### src/rtl/addr_window_clip.sv
// Per-channel clip-window classifier with a two-stage pass/flag/drop pipeline
// and a saturating drop counter per channel.
module addr_window_clip #(
  parameter int XW   = 16,
  parameter int WW   = 15,
  parameter int NCH  = 2,
  parameter int CNTW = 16,
  parameter int CHW  = (NCH > 1) ? $clog2(NCH) : 1
) (
  input  logic            sys_clk,
  input  logic            reset,
  input  logic            win_load,
  input  logic [CHW-1:0]  win_ch,
  input  logic [WW-1:0]   win_x,
  input  logic [WW-1:0]   win_y,
  input  logic            in_valid,
  output logic            in_ready,
  input  logic [CHW-1:0]  in_ch,
  input  logic [XW-1:0]   in_x,
  input  logic [XW-1:0]   in_y,
  input  logic [1:0]      in_mode,
  output logic            out_valid,
  input  logic            out_ready,
  output logic [CHW-1:0]  out_ch,
  output logic [XW-1:0]   out_x,
  output logic [XW-1:0]   out_y,
  output logic            out_outside,
  input  logic [CHW-1:0]  cnt_sel,
  input  logic            cnt_clr,
  output logic [CNTW-1:0] cnt_val
);

  localparam logic [1:0] MODE_DROP_OUT = 2'b01;
  localparam logic [1:0] MODE_DROP_IN  = 2'b10;

  // Handshake: a transfer happens on a rising edge where valid & ready are both
  // high; a producer holding valid keeps its payload stable until that edge.

  logic [WW-1:0]   win_x_q [NCH];
  logic [WW-1:0]   win_x_d [NCH];
  logic [WW-1:0]   win_y_q [NCH];
  logic [WW-1:0]   win_y_d [NCH];
  logic [CNTW-1:0] cnt_q   [NCH];
  logic [CNTW-1:0] cnt_d   [NCH];

  logic            s1_v_q, s1_v_d;
  logic [CHW-1:0]  s1_ch_q, s1_ch_d;
  logic [XW-1:0]   s1_x_q, s1_x_d;
  logic [XW-1:0]   s1_y_q, s1_y_d;
  logic [1:0]      s1_mode_q, s1_mode_d;
  logic            s1_out_q, s1_out_d;

  logic            s2_v_q, s2_v_d;
  logic [CHW-1:0]  s2_ch_q, s2_ch_d;
  logic [XW-1:0]   s2_x_q, s2_x_d;
  logic [XW-1:0]   s2_y_q, s2_y_d;
  logic            s2_out_q, s2_out_d;

  logic            accept;
  logic            s1_drop;
  logic            s2_load;
  logic            s1_move;
  logic            in_outside;

  // Signed compare one bit wider than XW so a full-range window never truncates.
  function automatic logic is_outside(input logic [XW-1:0] x, input logic [XW-1:0] y,
                                      input logic [WW-1:0] wx, input logic [WW-1:0] wy);
    logic signed [XW:0] xs, ys, wxs, wys;
    xs  = {x[XW-1], x};
    ys  = {y[XW-1], y};
    wxs = {{(XW + 1 - WW){1'b0}}, wx};
    wys = {{(XW + 1 - WW){1'b0}}, wy};
    return x[XW-1] || y[XW-1] || (xs >= wxs) || (ys >= wys);
  endfunction

  assign in_outside = is_outside(in_x, in_y, win_x_q[in_ch], win_y_q[in_ch]);
  assign s1_drop    = s1_v_q && (((s1_mode_q == MODE_DROP_OUT) && s1_out_q) ||
                                 ((s1_mode_q == MODE_DROP_IN) && !s1_out_q));
  assign s2_load    = !s2_v_q || out_ready;
  assign s1_move    = s1_v_q && (s1_drop || s2_load);
  assign in_ready   = !reset && (!s1_v_q || s1_move);
  assign accept     = in_valid && in_ready;

  assign out_valid   = s2_v_q;
  assign out_ch      = s2_ch_q;
  assign out_x       = s2_x_q;
  assign out_y       = s2_y_q;
  assign out_outside = s2_out_q;
  assign cnt_val     = cnt_q[cnt_sel];

  always_comb begin
    for (int i = 0; i < NCH; i++) begin
      win_x_d[i] = win_x_q[i];
      win_y_d[i] = win_y_q[i];
      if (win_load && (win_ch == CHW'(i))) begin
        win_x_d[i] = win_x;
        win_y_d[i] = win_y;
      end
    end
  end

  // Clear has priority over a drop landing on the same channel in the same cycle.
  always_comb begin
    for (int i = 0; i < NCH; i++) begin
      cnt_d[i] = cnt_q[i];
      if (cnt_clr && (cnt_sel == CHW'(i))) begin
        cnt_d[i] = '0;
      end else if (s1_drop && (s1_ch_q == CHW'(i)) && (cnt_q[i] != {CNTW{1'b1}})) begin
        cnt_d[i] = cnt_q[i] + CNTW'(1);
      end
    end
  end

  always_comb begin
    s1_v_d    = s1_v_q;
    s1_ch_d   = s1_ch_q;
    s1_x_d    = s1_x_q;
    s1_y_d    = s1_y_q;
    s1_mode_d = s1_mode_q;
    s1_out_d  = s1_out_q;
    if (accept) begin
      s1_v_d    = 1'b1;
      s1_ch_d   = in_ch;
      s1_x_d    = in_x;
      s1_y_d    = in_y;
      s1_mode_d = in_mode;
      s1_out_d  = in_outside;
    end else if (s1_move) begin
      s1_v_d    = 1'b0;
    end
  end

  // S2 payload only changes when it can be replaced, so a stalled output holds.
  always_comb begin
    s2_v_d   = s2_v_q;
    s2_ch_d  = s2_ch_q;
    s2_x_d   = s2_x_q;
    s2_y_d   = s2_y_q;
    s2_out_d = s2_out_q;
    if (s2_load) begin
      s2_v_d = s1_v_q && !s1_drop;
      if (s1_v_q && !s1_drop) begin
        s2_ch_d  = s1_ch_q;
        s2_x_d   = s1_x_q;
        s2_y_d   = s1_y_q;
        s2_out_d = s1_out_q;
      end
    end
  end

  always_ff @(posedge sys_clk) begin
    if (reset) begin
      for (int i = 0; i < NCH; i++) begin
        win_x_q[i] <= '0;
        win_y_q[i] <= '0;
        cnt_q[i]   <= '0;
      end
      s1_v_q    <= 1'b0;
      s1_ch_q   <= '0;
      s1_x_q    <= '0;
      s1_y_q    <= '0;
      s1_mode_q <= '0;
      s1_out_q  <= 1'b0;
      s2_v_q    <= 1'b0;
      s2_ch_q   <= '0;
      s2_x_q    <= '0;
      s2_y_q    <= '0;
      s2_out_q  <= 1'b0;
    end else begin
      for (int i = 0; i < NCH; i++) begin
        win_x_q[i] <= win_x_d[i];
        win_y_q[i] <= win_y_d[i];
        cnt_q[i]   <= cnt_d[i];
      end
      s1_v_q    <= s1_v_d;
      s1_ch_q   <= s1_ch_d;
      s1_x_q    <= s1_x_d;
      s1_y_q    <= s1_y_d;
      s1_mode_q <= s1_mode_d;
      s1_out_q  <= s1_out_d;
      s2_v_q    <= s2_v_d;
      s2_ch_q   <= s2_ch_d;
      s2_x_q    <= s2_x_d;
      s2_y_q    <= s2_y_d;
      s2_out_q  <= s2_out_d;
    end
  end

endmodule

### config.mk
export PLATFORM = sky130hd
export DESIGN_NAME = addr_window_clip
export DESIGN_NICKNAME = d
export VERILOG_FILES = /design/src/rtl/addr_window_clip.sv
export SDC_FILE = /design/constraint.sdc
export NUM_CORES = 1
export LEC_CHECK = 0
export BUFFER_PORTS_ARGS = -buffer_cell sky130_fd_sc_hd__buf_2
export CORE_MARGIN = 1
export CORE_UTILIZATION = 35
export CTS_BUF_LIST = sky130_fd_sc_hd__clkbuf_2 sky130_fd_sc_hd__clkbuf_4 sky130_fd_sc_hd__clkbuf_8
export DETAILED_ROUTE_END_ITERATION = 6
export SLEW_MARGIN = 20
export SYNTH_ARGS = -nofsm -noshare
export SYNTH_HDL_FRONTEND = slang
export SYNTH_SLANG_ARGS = --single-unit
export TNS_END_PERCENT = 30
### constraint.sdc
create_clock -name sys_clk -period 3 [get_ports sys_clk]
set_input_delay 0.15 -clock sys_clk [delete_from_list [all_inputs] [get_ports sys_clk]]
set_output_delay 0.15 -clock sys_clk [all_outputs]
set_load 0.01 [all_outputs]
After elaboration in Yosys (flattened, before gate mapping)
Memory sizes are Yosys's and may differ from the RTL's.
Cells that the tools add are included.

cells by class
  bitwise operators = 9
  $add $sub $neg = 2
  muxes and demuxes = 19
  reduce and logical (&&, ||, !) cells = 31
  equality and inequality tests = 6
  shifts and indexed selects = 0
  magnitude comparators = 2
  multiply operators = 0
  div/mod/pow operators = 0

operators with widths
  kind                                                                    count
  15-bit 2-to-1 mux                                                       8
  16-bit 2-to-1 mux                                                       6
  16-bit by 1-bit adder with 16-bit output (second input constant)        2
  16-bit >= comparator                                                    2
  16-bit != test (second input constant)                                  2
  1-bit logical AND                                                       15
  1-bit logical OR                                                        7
  1-bit OR                                                                6
  2-bit AND reduction                                                     3
  1-bit logical NOT                                                       5
  1-bit 2-to-1 mux                                                        5
  1-bit NOT                                                               3
  2-bit by 1-bit equality test with 1-bit output (second input constant)  1
  2-bit equality test (second input constant)                             1
  1-bit != test (second input constant)                                   2
  2-bit nonzero test                                                      1

storage, ports and cells
  bits in latches = 0
  bits in registers = 72
  output and inout bits = 52
  word-level logic and storage cells = 83
  input bits = 73
  RAM bits = 92
  memory bits (read-only) = 0
  memories kept = 3

memories
  memory   depth  bits a word  read ports  clocked after Yosys merged registers in  wr ports  line  text
  cnt_q    2      16           3           0                                        2         43    logic [CNTW-1:0] cnt_q [NCH];
  win_x_q  2      15           1           0                                        2         39    logic [WW-1:0] win_x_q [NCH];
  win_y_q  2      15           1           0                                        2         41    logic [WW-1:0] win_y_q [NCH];

Longest topological paths before layout
  depth after elaboration = 10
  mapped depth = 10
  depth with buffers taken out = 8

Least setup slack after synthesis
OpenSTA, ideal clock, no wires.

  kind = input-to-reg
  from = in in_ch
  to = reg s1_out_q
  stages = 10
  required time = 2.874 ns
  arrival time = 2.172 ns
  slack = 0.702 ns
  buffers on the path = 2
  library setup time = 0.126 ns
  cells stage by stage = clkbuf_1 -> clkbuf_1 -> mux2_2 -> ha_1 -> nand2b_1 -> a211o_1 -> a21oi_1 -> o21ai_0 -> a21oi_1 -> o211ai_1

between the ends
  longest elaborated chain between the ends = 4
  elaborated cells on any way between the ends = 6
  those cells by class = order compare: 2; reduce/logical: 2; memory: 2

ends and longest elaborated chain
  item                    line  text
  from (decl)             18    input logic [CHW-1:0] in_ch,
  memory read 2 x 15 bit  n/a
  16-bit >= comparator    73    return x[XW-1] || y[XW-1] || (xs >= wxs) || (ys >= wys);
  1-bit logical OR        73
  1-bit logical OR *      73
  to (signal assigned)    180   s1_out_q <= s1_out_d;
  to (decl)               51    logic s1_out_q, s1_out_d;

Mark *: on every way between the ends. The rest lies on a longest branch, timed or not.
A chain may end at the register's enable or synchronous reset.

==> results.yml <==
timing:
  setup_violations: 0
  final-hold-violation-count: 0
  max_freq_mhz: 471.5
  worst_slack_ns: 0.8790
  rsz0062_at_grt: "false"
  period_share_pct: 70.70
  skew_ns: 0.01558
  worstMarginPinSlew_ns: 0.8438
  period_needed_ns: 2.121
  relSlewSlack_pct: 43.41
  setup_tns_ns: 0
  slew_viol_final: 0
logic_synthesis:
  yosysTopAreaCell: "dfxtp_1"
  synth_xor_area_share_pct: 3.540
  synth-compound-area-share_pct: 8.144
  ys_types: 43
  synth-main-ff-cell: "dfxtp_1"
  avgSynthCellArea_um2: 10.25
  synth_top_family_by_area: "simple AND/OR/NAND/NOR gates"
  synth_area_leaders: "dfxtp_1, edfxtp_1, nand2_1"
  ys_seq_elements: 164
  ys_warn_count: 0
  ys_seq_area_share_pct: 54.13
  synth_top_cell_area_share_pct: 29.02
  synth-edff-count: 60
  synthArstFlopShare_pct: 0
  synth_nets: 805
  netlist_area_mm2: 0.007174
  synthAdderAreaFrac_pct: 5.581
  yosys.area_share.simple_pct: 19.29
  syn_inst: 700
  synthMuxAreaShare_pct: 7.011
setup_path:
  cp_cell_sequence: "ha_1 -> nand3_1 -> nor4_1 -> nor2_1 -> and4_1 -> xnor2_1 -> nor2_1"
  critPathLaunchType: "register"
  crit_type: "register to register"
  path_buf_inv: 0
  path_delay_family: "simple AND/OR/NAND/NOR gates"
  crit_top_cell: "nor2_1"
  end_kind: "register"
  slowest_stage: "nor4_1"
  cp_max_fo: 5
  cp.required_ns: 3.32
  critPathMaxStageDelay_ns: 0.55
  cp.arrival_ns: 2.44
layout:
  final_net_count: 990
  drive_gt1_share_pct: 21.38
  nFillCells: 1989
  seqCellArea_mm2: 0.003884
  area_growth_pct: 27.57
  n_antenna_cell: 0
  final_cell_mix: "buf_2, nand2_1, dfxtp_1"
  layout_commonest_cell: "buf_2"
  multi_input_area_mm2: 0.003133
  final_util_pct: 45.38
die:
  fp.dieW_um: 145.2
  die_area_mm2: 0.02107
  die_h_um: 145.2
  start_util_pct: 35.57
  core_mm2: 0.02017
  ios: 125
  rows: 52
clock_network:
  h-tree-depth: 4
  cts-root-buf: "clkbuf_8"
  post_cts_resized: 0
  clk_latency_ns: 0.46
  clk_path_buf_depth: 2
  cts_tree: "done"
  cts_made_buffers: 17
  cts_setup_buffers: 0
  clkTransAtPathRegs_ns: 0.09
  cts.sinks: 164
run:
  drv_cap: 0
pwr:
  p_leak_nw: 3.755
  max-vdd-ir-drop_uv: 258.7
  p_per_area_mw_per_mm2: 508.7
  power.total_w: 0.004656
hold_path:
  holdCritPathClass: "input pin to register"
global_routing:
  grt_first_pass_wirelength_um: 26800
  track_usage_pct: 16.09
  grt_max_degree: 67
  antenna_found_initial: 0
  grt_overflow_total: 0
  grt_pass1_vias: 5288
drt:
  viasPerCell: 4.676
  drtAntennaViolNets: 0
  vias: 5462
  wirelength_um: 16520
  first_pass_iters: 4
  wire_per_inst_um: 14.14
  drc: 0
  drt_iter0_drc: 182
place:
  post-place-ws_ns: 0.5325
  place_congestion: 0.8139
  dp_hpwl_um: 11260
  portBuffers: 124
status:
  status: "completed"
area by class of cell:
class                           instances  area share, %
Tap cell                              270          3.691
Sequential cell                       164          42.43
Clock inverter                         14          1.873
Inverter                                7         0.2871
Clock buffer                           18          2.638
Timing Repair Buffer                  201          14.85
Multi-Input combinational cell        494          34.23
timing repair:
item | in CTS | in global routing
hold endpoints to repair | 91 | 0
setup endpoints to repair | 0 | 0
hold buffers | 64 | 0
stage by stage:
step / hold WS, ns / instance area (um2) / std cells
after floorplan: 0.2586 / 7174 / 700
after global placement: 0.3471 / 8099 / 1072
after detailed placement: 0.3594 / 8099 / 1072
after CTS: 0.0002467 / 9153 / 1168
after global routing: 0.01774 / 9153 / 1168
final: 0.03905 / 9153 / 1168
flip-flops by register name, summed over array words and instances, names as in the netlist:
| register | flops |
|---|---|
| out_valid | 1 |
| s1_mode_q | 2 |
| s1_y_q | 16 |
| out_ch | 1 |
| out_y | 16 |
| out_x | 16 |
| cnt_q | 32 |
| s1_v_q | 1 |
| out_outside | 1 |
| s1_x_q | 16 |
| win_x_q | 30 |
| s1_ch_q | 1 |
| s1_out_q | 1 |
| win_y_q | 30 |
power breakdown:
group	switching [W]	internal, W	total [W]
logic	0.000269	0.000244	0.000512
clock network	0.000877	0.000781	0.00166
registers	0.0000505	0.00243	0.00249
total	0.00120	0.00346	0.00466
layer usage:
metal | vias to the layer above | global-route usage, % | share of wire, %
li1 | 2799 | - | -
met1 | 2499 | 21.08 | 48
met2 | 140 | 25.53 | 46
met3 | 24 | 3.302 | 4.7
met4 | 0 | 7.263 | 2.0
met5 | - | 0 | 0
cell usage after synthesis (2+ instances only):
cell      count
a211oi_1      3
a21o_1        9
a21oi_1      44
and2_1       31
and3_1        3
and4_1        2
buf_1         2
buf_2         6
clkbuf_1     27
dfxtp_1     104
edfxtp_1     60
ha_1         32
inv_1         7
mux2_2       18
mux2i_1      30
nand2_1     116
nand2b_1     35
nand3_1      13
nand3b_1      4
nand4_1      17
nand4b_1      2
nor2_1       39
nor2b_1       3
nor3b_1       2
nor4_1        6
o211ai_1      5
o21ai_0      36
or3_1         2
xnor2_1       6
xor2_1       23
path summary, 6_finish.rpt:
| kind | slack, ns | startpoint | to | cells past startpoint |
|---|---|---|---|---|
| setup reg to reg | 0.88 | cnt_q[1][0] | cnt_q[1][4] | 7 |
| hold reg to reg | 0.45 | s1_x_q[2] | out_x[2] | 2 |
| hold / removal | 0.04 | win_y[12] | win_y_q[0][12] | 2 |
| setup / recovery | 0.88 | cnt_q[1][0] | cnt_q[1][4] | 7 |
logic make-up after synthesis:
group / after synthesis
xor+xnor: 29
mux: 48
flops: 164
simple gates: 281
fa+ha+maj: 32
buf+inv: 42
compound gates: 104
worst reg2reg max path: stages (launching register included):
cell	delay [ns]
dfxtp_1	0.42
ha_1	0.26
nand3_1	0.09
nor4_1	0.55
nor2_1	0.24
and4_1	0.27
xnor2_1	0.13
nor2_1	0.05
Note: power is estimated with default switching activity, not from simulation.
